**config.mk**
```make
export PLATFORM = sky130hd
export DESIGN_NAME = scan_decoder_nx_flat
export DESIGN_NICKNAME = d
export VERILOG_FILES = /design/src/rtl/scan_decoder_nx_if.sv /design/src/rtl/scan_decoder_nx.sv /design/src/flat_wrapper.sv
export SDC_FILE = /design/constraint.sdc
export NUM_CORES = 1
export LEC_CHECK = 0
export CORE_MARGIN = 2
export CORE_UTILIZATION = 23
export DETAILED_ROUTE_END_ITERATION = 8
export PLACE_DENSITY_LB_ADDON = 0.15
export SLEW_MARGIN = 25
export SYNTH_ARGS = -nofsm -noshare
export SYNTH_HDL_FRONTEND = slang
export SYNTH_SLANG_ARGS = --single-unit
```
**constraint.sdc**
```tcl
create_clock -name clk -period 1.2 [get_ports clk]
set_clock_uncertainty 0.2 [all_clocks]
set_input_delay 0.24 -clock clk [delete_from_list [all_inputs] [get_ports clk]]
set_output_delay 0.24 -clock clk [all_outputs]
set_load 0.01 [all_outputs]
```
**src/rtl/scan_decoder_nx_if.sv**
```systemverilog
// Select/one-hot bus between a controller (master) and scan_decoder_nx (slave).
interface scan_decoder_nx_if #(
  parameter int unsigned SEL_W   = 3,
  parameter int unsigned DWELL_W = 8
);
  localparam int unsigned OUT_W = 1 << SEL_W;

  logic               en;
  logic               mode;
  logic               sel_valid;
  logic [SEL_W-1:0]   sel;
  logic               sel_ready;
  logic [DWELL_W-1:0] dwell;
  logic [OUT_W-1:0]   y;
  logic               y_valid;
  logic               scan_wrap;

  modport master (
    output en, mode, sel_valid, sel, dwell,
    input  sel_ready, y, y_valid, scan_wrap
  );

  modport slave (
    input  en, mode, sel_valid, sel, dwell,
    output sel_ready, y, y_valid, scan_wrap
  );
endinterface

```
**src/rtl/scan_decoder_nx.sv**
```systemverilog
// Registered N-to-2^N one-hot decoder with handshake decode mode and an optional
// scan mode that walks the output through every line; scan is built only with SCAN_DECODER_SCAN_EN.
module scan_decoder_nx #(
  parameter int unsigned SEL_W   = 3,
  parameter int unsigned OUT_W   = 1 << SEL_W,
  parameter int unsigned DWELL_W = 8
) (
  input  logic             clk,
  input  logic             rst,
  scan_decoder_nx_if.slave bus
);

`ifdef SCAN_DECODER_SCAN_EN
  typedef enum logic [1:0] {S_IDLE, S_DECODE, S_SCAN} state_t;
`else
  typedef enum logic [1:0] {S_IDLE, S_DECODE} state_t;
`endif

  state_t             r_state;
  state_t             w_state_nxt;
  logic [OUT_W-1:0]   r_y;
  logic [OUT_W-1:0]   w_y_nxt;
  logic               r_y_valid;
  logic               w_y_valid_nxt;
  logic               r_pend;
  logic               w_pend_nxt;
  logic [SEL_W-1:0]   r_pend_sel;
  logic [SEL_W-1:0]   w_pend_sel_nxt;
  logic               w_accept;

`ifdef SCAN_DECODER_SCAN_EN
  logic [SEL_W-1:0]   r_idx;
  logic [SEL_W-1:0]   w_idx_nxt;
  logic [DWELL_W-1:0] r_cnt;
  logic [DWELL_W-1:0] w_cnt_nxt;
  logic               r_wrap;
  logic               w_wrap_nxt;

  assign bus.sel_ready = bus.en & ~bus.mode;
  assign bus.scan_wrap = r_wrap;
`else
  logic               w_unused_inputs;

  assign bus.sel_ready   = bus.en;
  assign bus.scan_wrap   = 1'b0;
  assign w_unused_inputs = ^{bus.mode, bus.dwell};
`endif

  assign w_accept    = bus.sel_valid & bus.sel_ready;
  assign bus.y       = r_y;
  assign bus.y_valid = r_y_valid;

  // Next-state and output decode. An accept taken while not yet in DECODE is
  // held for one cycle and applied at the following edge unless a newer one arrives.
  always_comb begin
    w_state_nxt    = r_state;
    w_y_nxt        = r_y;
    w_y_valid_nxt  = r_y_valid;
    w_pend_nxt     = 1'b0;
    w_pend_sel_nxt = r_pend_sel;
`ifdef SCAN_DECODER_SCAN_EN
    w_idx_nxt      = r_idx;
    w_cnt_nxt      = r_cnt;
    w_wrap_nxt     = 1'b0;
`endif
    if (!bus.en) begin
      w_state_nxt   = S_IDLE;
      w_y_nxt       = '0;
      w_y_valid_nxt = 1'b0;
`ifdef SCAN_DECODER_SCAN_EN
      w_idx_nxt     = '0;
      w_cnt_nxt     = '0;
`endif
    end else begin
      case (r_state)
        S_IDLE: begin
          w_state_nxt = S_DECODE;
          if (w_accept) begin
            w_pend_nxt     = 1'b1;
            w_pend_sel_nxt = bus.sel;
          end
`ifdef SCAN_DECODER_SCAN_EN
          if (bus.mode) begin
            w_state_nxt   = S_SCAN;
            w_y_nxt       = OUT_W'(1);
            w_y_valid_nxt = 1'b1;
            w_idx_nxt     = '0;
            w_cnt_nxt     = bus.dwell;
          end
`endif
        end

        S_DECODE: begin
`ifdef SCAN_DECODER_SCAN_EN
          if (bus.mode) begin
            w_state_nxt   = S_SCAN;
            w_y_nxt       = OUT_W'(1);
            w_y_valid_nxt = 1'b1;
            w_idx_nxt     = '0;
            w_cnt_nxt     = bus.dwell;
          end else
`endif
          if (w_accept) begin
            w_y_nxt       = OUT_W'(1) << bus.sel;
            w_y_valid_nxt = 1'b1;
          end else if (r_pend) begin
            w_y_nxt       = OUT_W'(1) << r_pend_sel;
            w_y_valid_nxt = 1'b1;
          end
        end

`ifdef SCAN_DECODER_SCAN_EN
        S_SCAN: begin
          if (!bus.mode) begin
            w_state_nxt   = S_DECODE;
            w_y_nxt       = '0;
            w_y_valid_nxt = 1'b0;
            w_idx_nxt     = '0;
            w_cnt_nxt     = '0;
            if (w_accept) begin
              w_pend_nxt     = 1'b1;
              w_pend_sel_nxt = bus.sel;
            end
          end else if (r_cnt == '0) begin
            // Line expired: advance (wrapping naturally at 2^SEL_W) and reload dwell.
            w_idx_nxt     = SEL_W'(r_idx + 1'b1);
            w_cnt_nxt     = bus.dwell;
            w_y_nxt       = OUT_W'(1) << SEL_W'(r_idx + 1'b1);
            w_y_valid_nxt = 1'b1;
            w_wrap_nxt    = &r_idx;
          end else begin
            w_cnt_nxt = DWELL_W'(r_cnt - 1'b1);
          end
        end
`endif

        default: begin
          w_state_nxt   = S_IDLE;
          w_y_nxt       = '0;
          w_y_valid_nxt = 1'b0;
        end
      endcase
    end
  end

  // State and output registers.
  always_ff @(posedge clk) begin
    if (rst) begin
      r_state    <= S_IDLE;
      r_y        <= '0;
      r_y_valid  <= 1'b0;
      r_pend     <= 1'b0;
      r_pend_sel <= '0;
`ifdef SCAN_DECODER_SCAN_EN
      r_idx      <= '0;
      r_cnt      <= '0;
      r_wrap     <= 1'b0;
`endif
    end else begin
      r_state    <= w_state_nxt;
      r_y        <= w_y_nxt;
      r_y_valid  <= w_y_valid_nxt;
      r_pend     <= w_pend_nxt;
      r_pend_sel <= w_pend_sel_nxt;
`ifdef SCAN_DECODER_SCAN_EN
      r_idx      <= w_idx_nxt;
      r_cnt      <= w_cnt_nxt;
      r_wrap     <= w_wrap_nxt;
`endif
    end
  end

endmodule

```
**src/flat_wrapper.sv**
```systemverilog
// flat-port wrapper written by rule: the top's interface ports become plain ports
module scan_decoder_nx_flat 
#(
  parameter int unsigned SEL_W   = 3,
  parameter int unsigned OUT_W   = 1 << SEL_W,
  parameter int unsigned DWELL_W = 8
)
  (clk, rst, bus_en, bus_mode, bus_sel_valid, bus_sel, bus_dwell, bus_sel_ready, bus_y, bus_y_valid, bus_scan_wrap);
  scan_decoder_nx_if #(.SEL_W(SEL_W), .DWELL_W(DWELL_W)) bus_i ();
  input  logic clk;
  input  logic rst;
  input wire logic [$bits(bus_i.en)-1:0] bus_en;
  input wire logic [$bits(bus_i.mode)-1:0] bus_mode;
  input wire logic [$bits(bus_i.sel_valid)-1:0] bus_sel_valid;
  input wire logic [$bits(bus_i.sel)-1:0] bus_sel;
  input wire logic [$bits(bus_i.dwell)-1:0] bus_dwell;
  output wire logic [$bits(bus_i.sel_ready)-1:0] bus_sel_ready;
  output wire logic [$bits(bus_i.y)-1:0] bus_y;
  output wire logic [$bits(bus_i.y_valid)-1:0] bus_y_valid;
  output wire logic [$bits(bus_i.scan_wrap)-1:0] bus_scan_wrap;
  assign bus_i.en = bus_en;
  assign bus_i.mode = bus_mode;
  assign bus_i.sel_valid = bus_sel_valid;
  assign bus_i.sel = bus_sel;
  assign bus_i.dwell = bus_dwell;
  assign bus_sel_ready = bus_i.sel_ready;
  assign bus_y = bus_i.y;
  assign bus_y_valid = bus_i.y_valid;
  assign bus_scan_wrap = bus_i.scan_wrap;
  scan_decoder_nx #(.SEL_W(SEL_W), .OUT_W(OUT_W), .DWELL_W(DWELL_W)) u_core (.clk(clk), .rst(rst), .bus(bus_i));
endmodule
```
Word level (Yosys, flattened, before mapping)
Cells that the tools add are included.

Add/sub/neg operators: 0. Multipliers: 0. Divide/modulo/power cells: 0. Magnitude comparators: 0. Eq/ne operators: 2. Shift operators: 2. Mux-type cells: 8. Bitwise operators: 3. Reductions and logical operators: 5.

Operators by type and width (number): $mux 8 (2); $pmux 8 s2 (1); $shl 1x3->8 const A (2); $pmux 2 s2 (1); $mux 1 (3); $ne 3x1->1 const B (1); $reduce_and 3->1 (1); $reduce_or 3->1 (1); $eq 2x1->1 const B (1); $logic_not 2->1 (1); $not 1->1 (2); $pmux 1 s2 (1); $reduce_and 2->1 (1); $reduce_or 2->1 (1); $and 1x1->1 (1).

Bits in registers: 15. Latch bits: 0. RAM bits: 0. ROM bits: 0. Bits of input ports: 16. Output and inout bits: 11. Memories kept: 0.

Depth between registers and ports, before layout
Gate-level depths: netlist of run 1.

Word-level depth: 4. Gate-level depth with buffers: 5. Gate-level depth less buffers: 4.

Worst setup path after synthesis of run 1
OpenSTA, ideal clock, no wires.

Path kind: input -> register. From: in bus_sel_valid. To: reg u_core.r_y[1] (netlist: u_core.bus.y[1]). Arrival time: 1.057 ns. Required time: 0.904 ns. Slack: -0.153 ns. Stages on the path: 4. Path through: buf_2 nand2_2 mux2_4 o41ai_2.

Word-level cells in the longest chain between the ends: 3. Elaborated cells between the ends (all ways): 5. Those cells by class: 1 x eq/ne; 2 x mux; 1 x bitwise; 1 x reduce/logical.

Ends and longest elaborated chain: start: declaration (RTL line flat_wrapper.sv:14) `input wire logic [$bits(bus_i.sel_valid)-1:0] bus_sel_valid;`; $and 1x1->1 * (RTL line scan_decoder_nx.sv:49) `assign w_accept = bus.sel_valid & bus.sel_ready;`; $mux 8 / $ne 3x1->1 (equally long branches); $pmux 8 s2 / $reduce_and 2->1 (equally long branches); end signal: assignment (RTL line scan_decoder_nx.sv:161) `r_y <= w_y_nxt;`; end: declaration (RTL line scan_decoder_nx.sv:21) `logic [OUT_W-1:0] r_y;`.

Every way passes the cells marked *; elsewhere a longest branch is shown, timed or not. A chain may end at the register's enable or synchronous reset.

Worst setup path after layout of run 1
From: reg u_core.r_pend_sel[2]. To: reg u_core.r_y[3] (netlist: u_core.bus.y[3]).

Word-level cells in the longest chain between the ends: 4.

Ends and longest elaborated chain: start: declaration (RTL line scan_decoder_nx.sv:27) `logic [SEL_W-1:0] r_pend_sel;`; start signal: assignment (RTL line scan_decoder_nx.sv:164) `r_pend_sel <= w_pend_sel_nxt;`; $shl 1x3->8 (RTL line scan_decoder_nx.sv:107) `w_y_nxt = OUT_W'(1) << r_pend_sel;`; $mux 8 (RTL line scan_decoder_nx.sv:106) `end else if (r_pend) begin`; $mux 8 (RTL line scan_decoder_nx.sv:103) `if (w_accept) begin`; $pmux 8 s2 (RTL line scan_decoder_nx.sv:75) `case (r_state)`.

No other way between the ends. The select of a mux whose other input is x is not followed.

==> results of run 1 <==
worst max path at each step:
stage | startpoint | endpoint | slack, ns | depth (start not counted)
3_3_place_gp | bus_en | u_core.bus.y[2]$_SDFFE_PP0P_ | -0.66 | 5
2_1_floorplan | bus_sel_valid | u_core.bus.y[1]$_SDFFE_PP0P_ | -0.01 | 4
5_1_grt | u_core.r_pend_sel[2]$_SDFFE_PP0P_ | u_core.bus.y[3]$_SDFFE_PP0P_ | -0.16 | 3
6_report | u_core.r_pend_sel[2]$_SDFFE_PP0P_ | u_core.bus.y[3]$_SDFFE_PP0P_ | -0.13 | 3
4_1_cts | u_core.r_pend_sel[2]$_SDFFE_PP0P_ | u_core.bus.y[2]$_SDFFE_PP0P_ | -0.14 | 3
3_5_place_dp | bus_en | u_core.bus.y[2]$_SDFFE_PP0P_ | -0.69 | 5
power breakdown:
part	internal (W)	leakage, nW	switching (W)
clock	0.000184	0.0210	0.000152
sequential	0.000474	0.119	0.0000116
combinational	0.0000751	0.345	0.0000842
cells by family after synthesis:
kind of cell / count (synthesis) / synth area share [%]
buffers and inverters: 9 / 7.00
DFF: 14 / 43.6
and+or+nand+nor: 21 / 20.4
muxes: 4 / 7.00
AOI/OAI and AO/OA: 16 / 21.4
other: 1 / 0.583
metal layers:
metal	share of wire, %	GRT usage (%)	vias to the layer above
met2	47	17.2	16
li1	-	-	308
met3	5.3	2.30	2
met1	47	14.7	275
met5	0	0	-
met4	0.70	4.98	0
final cells by class:
class | count | share of cell area, %
multi-input combinational | 42 | 37.6
timing repair buffer | 32 | 25.3
clock buffer | 4 | 3.36
sequential | 14 | 27.5
inverter | 5 | 2.55
tap | 31 | 3.59
per-stage QoR:
stage          TNS [ns]  std cells  hold slack, ns
2_1_floorplan   -0.0404         65           0.112
6_report         -0.639        128           0.170
4_1_cts          -0.541        127           0.173
3_3_place_gp      -9.04        122           0.238
3_5_place_dp      -9.15        122           0.240
5_1_grt           -1.38        128           0.176
sequential cells by signal, summed over array words and instances (netlist names):
signal              count
u_core.bus.y            8
u_core.r_state          1
u_core.r_pend_sel       3
u_core.r_pend           1
u_core.bus.y_valid      1
Yosys cell counts (all sizes together):
cell and number:
nand3b 1, conb 1, and4bb 1, o21ai 2
o41ai 6, buf 4, a21oi 1, and3 1
mux2 1, and4b 2, a31oi 4, nand2 1
clkinv 1, nand3 8, mux2i 3, and4 1
o31ai 2, inv 4, a211oi 1, nor2 4
dfxtp 14, nand2b 2
cell usage in the layout, fill, tap and decap left out:
cell and n:
a211oi_2 1, a21oi_1 1, a31oi_2 4, and3_2 1, and4_2 1, and4b_1 2
and4bb_2 1, buf_2 4, buf_4 13, buf_6 7, clkbuf_4 3, clkbuf_8 1
clkdlybuf4s15_2 3, clkinv_4 1, clkinvlp_4 1, conb_1 1, dfxtp_1 2, dfxtp_2 11
dfxtp_4 1, dlygate4sd2_1 5, inv_1 3, mux2_4 1, mux2i_1 3, nand2_4 1
nand2b_4 2, nand3_1 7, nand3_2 1, nand3b_1 1, nor2_1 4, o21ai_2 2
o31ai_1 2, o41ai_1 1, o41ai_2 4, o41ai_4 1
worst reg2reg max path, cell delays in order, from the launching register on:
cell and delay [ns]:
dfxtp_2 0.32, nand2b_4 0.12, mux2_4 0.30, o41ai_2 0.30
timing repair:
item | 4_1_cts | 5_1_grt
setup buffers | 1 | 1
gates resized for setup | 69 | 10
endpoints found under the setup margin | 23 | 18
pin swaps | 5 | 5
endpoints found under the hold margin | 0 | 0
==> impl_metrics.json, run 1 <==
{
  "status": "finished, violations left",
  "violations": "setup timing",
  "synth_top_area_share_pct": 43.6,
  "max_stage_delay_ns": 0.32,
  "hpwlAfterDp_um": 1250,
  "routedWlPerCell_um": 13.4,
  "power_w": 0.000981,
  "rsz0062_at_grt": "true",
  "nNetsFinal": 114,
  "synth.distinct_cells": 24,
  "post-place-ws_ns": -0.690,
  "fillers": 284,
  "critPathKind": "register to register",
  "grt_pass1_wl_um": 2750,
  "maxCapViolCount": 0,
  "syn_area_um2": 643,
  "multi_input_area_um2": 407,
  "layout-drive-gt1-share_pct": 67.0,
  "place_congestion": 0.766,
  "hold_viol": 0,
  "crit_family": "flip-flops",
  "synthCells": 65,
  "reg2reg_to": "u_core.bus.y[3]$_SDFFE_PP0P_",
  "synth.area.top_cells": "dfxtp_1 44%, o41ai_2 7.6%, nand3_1 6.2%, mux2i_1 4.7%, o41ai_1 4.1%",
  "clock_sinks": 14,
  "p_leak_nw": 0.485,
  "grt-ovfl-total": 0,
  "die_height_um": 56.9,
  "hp-class": "input pin to register",
  "crit_fanout": 4,
  "grt_usage_pct": 11.1,
  "grt_max_degree": 10,
  "ys_warn_count": 0,
  "cp_cell_sequence": "nand2b_4, mux2_4, o41ai_2",
  "worstPathArrival_ns": 1.31,
  "synth-seq-cells": 14,
  "ant_nets": 0,
  "die_x_um": 56.9,
  "drt_iter0_drc": 10,
  "placedInstanceArea_um2": 937,
  "fin_crit_sh_pct": 111,
  "worstHoldStart": "bus_en",
  "cts_buffers": 3,
  "drt_first_pass_iters": 4,
  "antenna_found_initial": 0,
  "clock_path_buffers": 2,
  "cts_root_buf": "clkbuf_4",
  "ys_seq_area_share_pct": 43.6,
  "finalCriticalPeriod_ns": 1.33,
  "worst_path_max_delay_cell": "dfxtp_2",
  "synth_top_area_cell": "dfxtp_1",
  "pwr_density_cell_nw_per_um2": 908,
  "ioPinCount": 27,
  "dieArea_um2": 3240,
  "final_util_pct": 39.9,
  "vdd_drop_max_mv": 0.444,
  "routed_wl_um": 1720,
  "io_buffers": 16,
  "cp_num_buf_inv": 0,
  "synth_nets": 81,
  "h-tree-depth": 1,
  "rr_startpoint": "u_core.r_pend_sel[2]$_SDFFE_PP0P_",
  "drcViolationCount": 0,
  "syn_avg_cell_area_um2": 9.89,
  "hold_buffers": 0,
  "r2r.worst_path.cells": 3,
  "cp.required_ns": 1.18,
  "avgViaCountPerCell": 4.70,
  "r2r_setup_slack_ns": -0.13,
  "cts_tree": "done",
  "row_count": 19,
  "core-area_um2": 2710,
  "insertion_delay_ns": 0.28,
  "setup_ws_ns": -0.127,
  "end_kind": "register",
  "seq_area_um2": 298,
  "clk_pin_slew_ns": 0.09,
  "diodes": 0,
  "worstHoldPathCells": 4,
  "initial_utilization_pct": 23.7,
  "min_delay_worst_endpoint": "u_core.r_state[0]$_SDFFE_PP0N_",
  "grt_pass1_vias": 593,
  "slew_viol_final": 0,
  "stdcell_area_um2": 1080,
  "finalSetupViolCount": 13,
  "start_kind": "register",
  "vias": 601,
  "fmax_mhz": 754,
  "syn_to_final_growth_pct": 68.1
}
(Power assumes the default switching activity.)
==> inputs of run 2 (changes only) <==
--- a/config.mk
+++ b/config.mk
@@ -9,7 +9,7 @@
 export CORE_UTILIZATION = 23
 export DETAILED_ROUTE_END_ITERATION = 8
 export PLACE_DENSITY_LB_ADDON = 0.15
-export SLEW_MARGIN = 25
+export SLEW_MARGIN = 20
 export SYNTH_ARGS = -nofsm -noshare
 export SYNTH_HDL_FRONTEND = slang
 export SYNTH_SLANG_ARGS = --single-unit
==> constraint.sdc (replaced) <==
create_clock -name clk -period 1.2 [get_ports clk]
set_clock_uncertainty 0.2 [all_clocks]
set_input_delay 0.24 -clock clk [delete_from_list [all_inputs] [get_ports clk]]
set_output_delay 0.24 -clock clk [all_outputs]
set_load 0.005 [all_outputs]
==> run 2 against run 1 <==
Net effect: the run still ends with setup timing left; sequential share of layout area is 1.1 points higher; critical path type unchanged; register-to-register slack improved by 0.08 ns; combinational power hardly changed; routed wire length grew 1.4%; sequential power about the same; final cell count is 4.7% higher; flip-flop and latch count unchanged; cell area fell by 3.0%; via count up 8.2%; core utilization fell by 1.2 points.
==> impl_metrics.json, run 2 (synthesis gave the netlist of run 1 again) <==
{
  "status": "finished, violations left",
  "violations": "setup timing",
  "clock_path_buffers": 2,
  "final_cell_mix": "21 x buf_4, 13 x dfxtp_2, 10 x buf_2",
  "critPathKind": "register to register",
  "routed_wl_um": 1740,
  "row_count": 19,
  "cp.required_ns": 1.17,
  "maxCapViolCount": 0,
  "rsz0062_at_grt": "true",
  "antenna_found_initial": 0,
  "placedInstanceArea_um2": 975,
  "drcViolationCount": 0,
  "finalCriticalPeriod_ns": 1.25,
  "grt_usage_pct": 12.1,
  "hp-class": "input pin to register",
  "fin_crit_sh_pct": 104,
  "pwr_density_cell_nw_per_um2": 858,
  "layout_commonest_cell": "buf_4",
  "start_kind": "register",
  "clk_pin_slew_ns": 0.08,
  "p_leak_nw": 0.498,
  "insertion_delay_ns": 0.27,
  "syn_to_final_growth_pct": 63.0,
  "grt-ovfl-total": 0,
  "grt_max_degree": 11,
  "stdcell_area_um2": 1050,
  "setup_ws_ns": -0.0483,
  "core-area_um2": 2710,
  "grt_pass1_vias": 626,
  "hold_viol": 0,
  "fmax_mhz": 801,
  "initial_utilization_pct": 23.7,
  "post-place-ws_ns": -0.684,
  "vdd_drop_max_mv": 0.382,
  "hold_buffers": 0,
  "place_congestion": 0.708,
  "largest_reg_flops": 8,
  "h-tree-depth": 1,
  "cts_tree": "done",
  "slew_viol_final": 0,
  "diodes": 0,
  "hpwlAfterDp_um": 1290,
  "holdWs_ns": 0.173,
  "clock_sinks": 14,
  "cts_buffers": 3,
  "die_x_um": 56.9,
  "nNetsFinal": 121,
  "grt_pass1_wl_um": 3020,
  "ant_nets": 0,
  "cts_root_buf": "clkbuf_4",
  "dieArea_um2": 3240,
  "ioPinCount": 27,
  "crit_fanout": 4,
  "final_util_pct": 38.7,
  "layout-drive-gt1-share_pct": 68.0,
  "vias": 650,
  "io_buffers": 16,
  "end_kind": "register",
  "avgViaCountPerCell": 4.85,
  "drt_iter0_drc": 13,
  "drt_first_pass_iters": 4,
  "die_height_um": 56.9,
  "worstPathArrival_ns": 1.22,
  "routedWlPerCell_um": 13.0,
  "finalSetupViolCount": 7
}
run 2: cell types whose count changed in the layout (fill, tap and decap cells not counted), moves of 2 or more:
cell	delta
buf_2	+6
buf_4	+8
clkdlybuf4s15_2	-3
o41ai_2	+2
dfxtp_2	+2
buf_6	-5
a31oi_2	-2
a31oi_1	+2
dfxtp_1	-2
run 2: what timing repair did:
item / 4_1_cts / 5_1_grt
setup buffers: 2 / 2
pin swaps: 3 / 1
gates resized for setup: 66 / 9
setup endpoints to repair: 24 / 14
run 2: worst paths after layout:
path	start	cells past startpoint	slack, ns	endpoint
max reg2reg	u_core.r_pend_sel[2]$_SDFFE_PP0P_	3	-0.05	u_core.bus.y[3]$_SDFFE_PP0P_
min	rst	3	0.17	u_core.r_pend$_SDFF_PP0_
max	u_core.r_pend_sel[2]$_SDFFE_PP0P_	3	-0.05	u_core.bus.y[3]$_SDFFE_PP0P_
min reg2reg	u_core.bus.y_valid$_SDFFE_PP0P_	2	0.24	u_core.bus.y_valid$_SDFFE_PP0P_
run 2: power by group:
group          total (W)  switching [W]  leakage (nW)  internal (W)
combinational   0.000159      0.0000799         0.364     0.0000790
clock           0.000257       0.000141        0.0138      0.000116
sequential      0.000483     0.00000995         0.120      0.000474
run 2: area by class of cell:
class | instances | area [µm²]
fill | 288 | 1660
multi-input combinational | 42 | 384
sequential | 14 | 300
timing repair buffer | 39 | 279
tap | 31 | 38.8
inverter | 5 | 23.8
clock buffer | 3 | 22.5
run 2: metrics by stage:
step	std cells	setup TNS [ns]	total power, W
6_report	134	-0.166	0.000900
5_1_grt	134	-0.704	0.000963
2_1_floorplan	65	-0.0404	0.000563
4_1_cts	132	-0.249	0.000903
3_3_place_gp	127	-8.57	0.000640
3_5_place_dp	127	-9.05	0.000641
run 2: worst max-delay path: stages (launching register included):
cell and delay (ns):
dfxtp_2 0.32, nand2b_4 0.13, mux2_4 0.29, o41ai_2 0.21
run 2: per-layer routing:
layer	GRT usage (%)	routed length [µm]	vias to the layer above
met2	18.7	852	16
met5	0	0	-
li1	-	-	321
met1	15.3	774	311
met3	3.92	107	2
met4	4.98	9	0
==> inputs of run 3 (changes only) <==
--- a/config.mk
+++ b/config.mk
@@ -7,8 +7,10 @@
 export LEC_CHECK = 0
 export CORE_MARGIN = 2
 export CORE_UTILIZATION = 23
+export CTS_BUF_LIST = sky130_fd_sc_hd__clkbuf_4 sky130_fd_sc_hd__clkbuf_8
 export DETAILED_ROUTE_END_ITERATION = 8
 export PLACE_DENSITY_LB_ADDON = 0.15
+export SKIP_LAST_GASP = 1
 export SLEW_MARGIN = 20
 export SYNTH_ARGS = -nofsm -noshare
 export SYNTH_HDL_FRONTEND = slang
==> run 3 against run 2 <==
Net effect: the flow still finishes with violations (setup timing); highest routed layer unchanged; power hardly changed; largest cell class unchanged; count of clock-buffer cells in the layout stayed put; global-route usage unchanged.
==> impl_metrics.json, run 3 (synthesis gave the netlist of run 1 again) <==
{
  "status": "finished, violations left",
  "violations": "setup timing",
  "worstHoldPathCells": 3,
  "avgViaCountPerCell": 4.75,
  "hold_buffers": 0,
  "grt-ovfl-total": 0,
  "nNetsFinal": 121,
  "final_cell_mix": "21 x buf_4, 13 x dfxtp_2, 10 x buf_2",
  "place_congestion": 0.708,
  "cts_tree": "done",
  "core-area_um2": 2710,
  "die_x_um": 56.9,
  "initial_utilization_pct": 23.7,
  "drcViolationCount": 0,
  "largest_reg_flops": 8,
  "critPathKind": "register to register",
  "row_count": 19,
  "layout_commonest_cell": "buf_4",
  "rsz0062_at_grt": "true",
  "crit_fanout": 4,
  "fmax_mhz": 803,
  "final_util_pct": 38.5,
  "drt_first_pass_iters": 4,
  "ioPinCount": 27,
  "end_kind": "register",
  "die_height_um": 56.9,
  "routed_wl_um": 1760,
  "cp.required_ns": 1.17,
  "fin_crit_sh_pct": 104,
  "cts_root_buf": "clkbuf_4",
  "diodes": 0,
  "hold_viol": 0,
  "drt_iter0_drc": 10,
  "vias": 637,
  "vdd_drop_max_mv": 0.378,
  "syn_to_final_growth_pct": 62.3,
  "hp-class": "input pin to register",
  "reg2reg_to": "u_core.bus.y[3]$_SDFFE_PP0P_",
  "finalCriticalPeriod_ns": 1.25,
  "antenna_found_initial": 0,
  "worstPathArrival_ns": 1.22,
  "setup_ws_ns": -0.0450,
  "min_delay_worst_endpoint": "u_core.r_pend$_SDFF_PP0_",
  "clock_sinks": 14,
  "tns_ns": -0.158,
  "r2r_setup_slack_ns": -0.05,
  "insertion_delay_ns": 0.27,
  "dieArea_um2": 3240,
  "clk_pin_slew_ns": 0.08,
  "hpwlAfterDp_um": 1290,
  "cp-startpoint": "u_core.r_pend_sel[2]$_SDFFE_PP0P_",
  "maxCapViolCount": 0,
  "holdWs_ns": 0.171,
  "slew_viol_final": 0,
  "finalSetupViolCount": 7,
  "worstHoldStart": "rst",
  "grt_pass1_vias": 626,
  "routedWlPerCell_um": 13.1,
  "layout-drive-gt1-share_pct": 67.0,
  "pwr_density_cell_nw_per_um2": 861,
  "io_buffers": 16,
  "post-place-ws_ns": -0.684,
  "ant_nets": 0,
  "rr_startpoint": "u_core.r_pend_sel[2]$_SDFFE_PP0P_",
  "r2r.worst_path.cells": 3,
  "grt_pass1_wl_um": 3020,
  "grt_max_degree": 11,
  "h-tree-depth": 1,
  "clock_path_buffers": 2,
  "grt_usage_pct": 12.1,
  "cts_buffers": 3,
  "start_kind": "register",
  "p_leak_nw": 0.497
}
==> run 3: timing repair <==
action	4_1_cts	5_1_grt
resized for setup	66	8
hold endpoints to repair	0	0
setup endpoints to repair	24	14
setup buffers	2	2
pin swaps	3	1
==> run 3: stage by stage <==
| step | cells | total power (W) | instance area, µm² |
|---|---|---|---|
| 6_report | 134 | 0.000899 | 1040 |
| 5_1_grt | 134 | 0.000961 | 1040 |
| 4_1_cts | 132 | 0.000903 | 1000 |
| 3_5_place_dp | 127 | 0.000641 | 975 |
| 3_3_place_gp | 127 | 0.000640 | 975 |
| 2_1_floorplan | 65 | 0.000563 | 668 |
==> run 3: final cells by class <==
cell class | count | area, µm²
multi-input cells | 42 | 379
fillers | 289 | 1670
flip-flops and latches | 14 | 300
inverters | 5 | 23.8
well taps | 31 | 38.8
clock buffers | 3 | 22.5
repair buffers | 39 | 279
==> run 3: how the worst max path moves through the flow <==
stage                     cells after the start                            to
final                                         3  u_core.bus.y[3]$_SDFFE_PP0P_
after detailed placement                      5  u_core.bus.y[3]$_SDFFE_PP0P_
after global placement                        5  u_core.bus.y[5]$_SDFFE_PP0P_
after CTS                                     3  u_core.bus.y[3]$_SDFFE_PP0P_
after global routing                          3  u_core.bus.y[3]$_SDFFE_PP0P_
after floorplan                               4  u_core.bus.y[1]$_SDFFE_PP0P_
==> run 3: where the power goes <==
part / total [W] / internal [W] / switching (W)
sequential: 0.000483 / 0.000474 / 0.00000926
clock: 0.000258 / 0.000116 / 0.000142
combinational: 0.000158 / 0.0000778 / 0.0000797
==> run 3: layer usage <==
| layer | GRT usage [%] | routed length [µm] | vias up |
|---|---|---|---|
| met1 | 15.3 | 804 | 295 |
| met3 | 3.92 | 102 | 4 |
| li1 | - | - | 322 |
| met4 | 4.98 | 22 | 0 |
| met5 | 0 | 0 | - |
| met2 | 18.7 | 828 | 16 |
==> run 3: critical path: stages (launching register included) <==
cell and delay (ns):
dfxtp_2 0.32, nand2b_4 0.13, mux2_4 0.29, o41ai_2 0.21
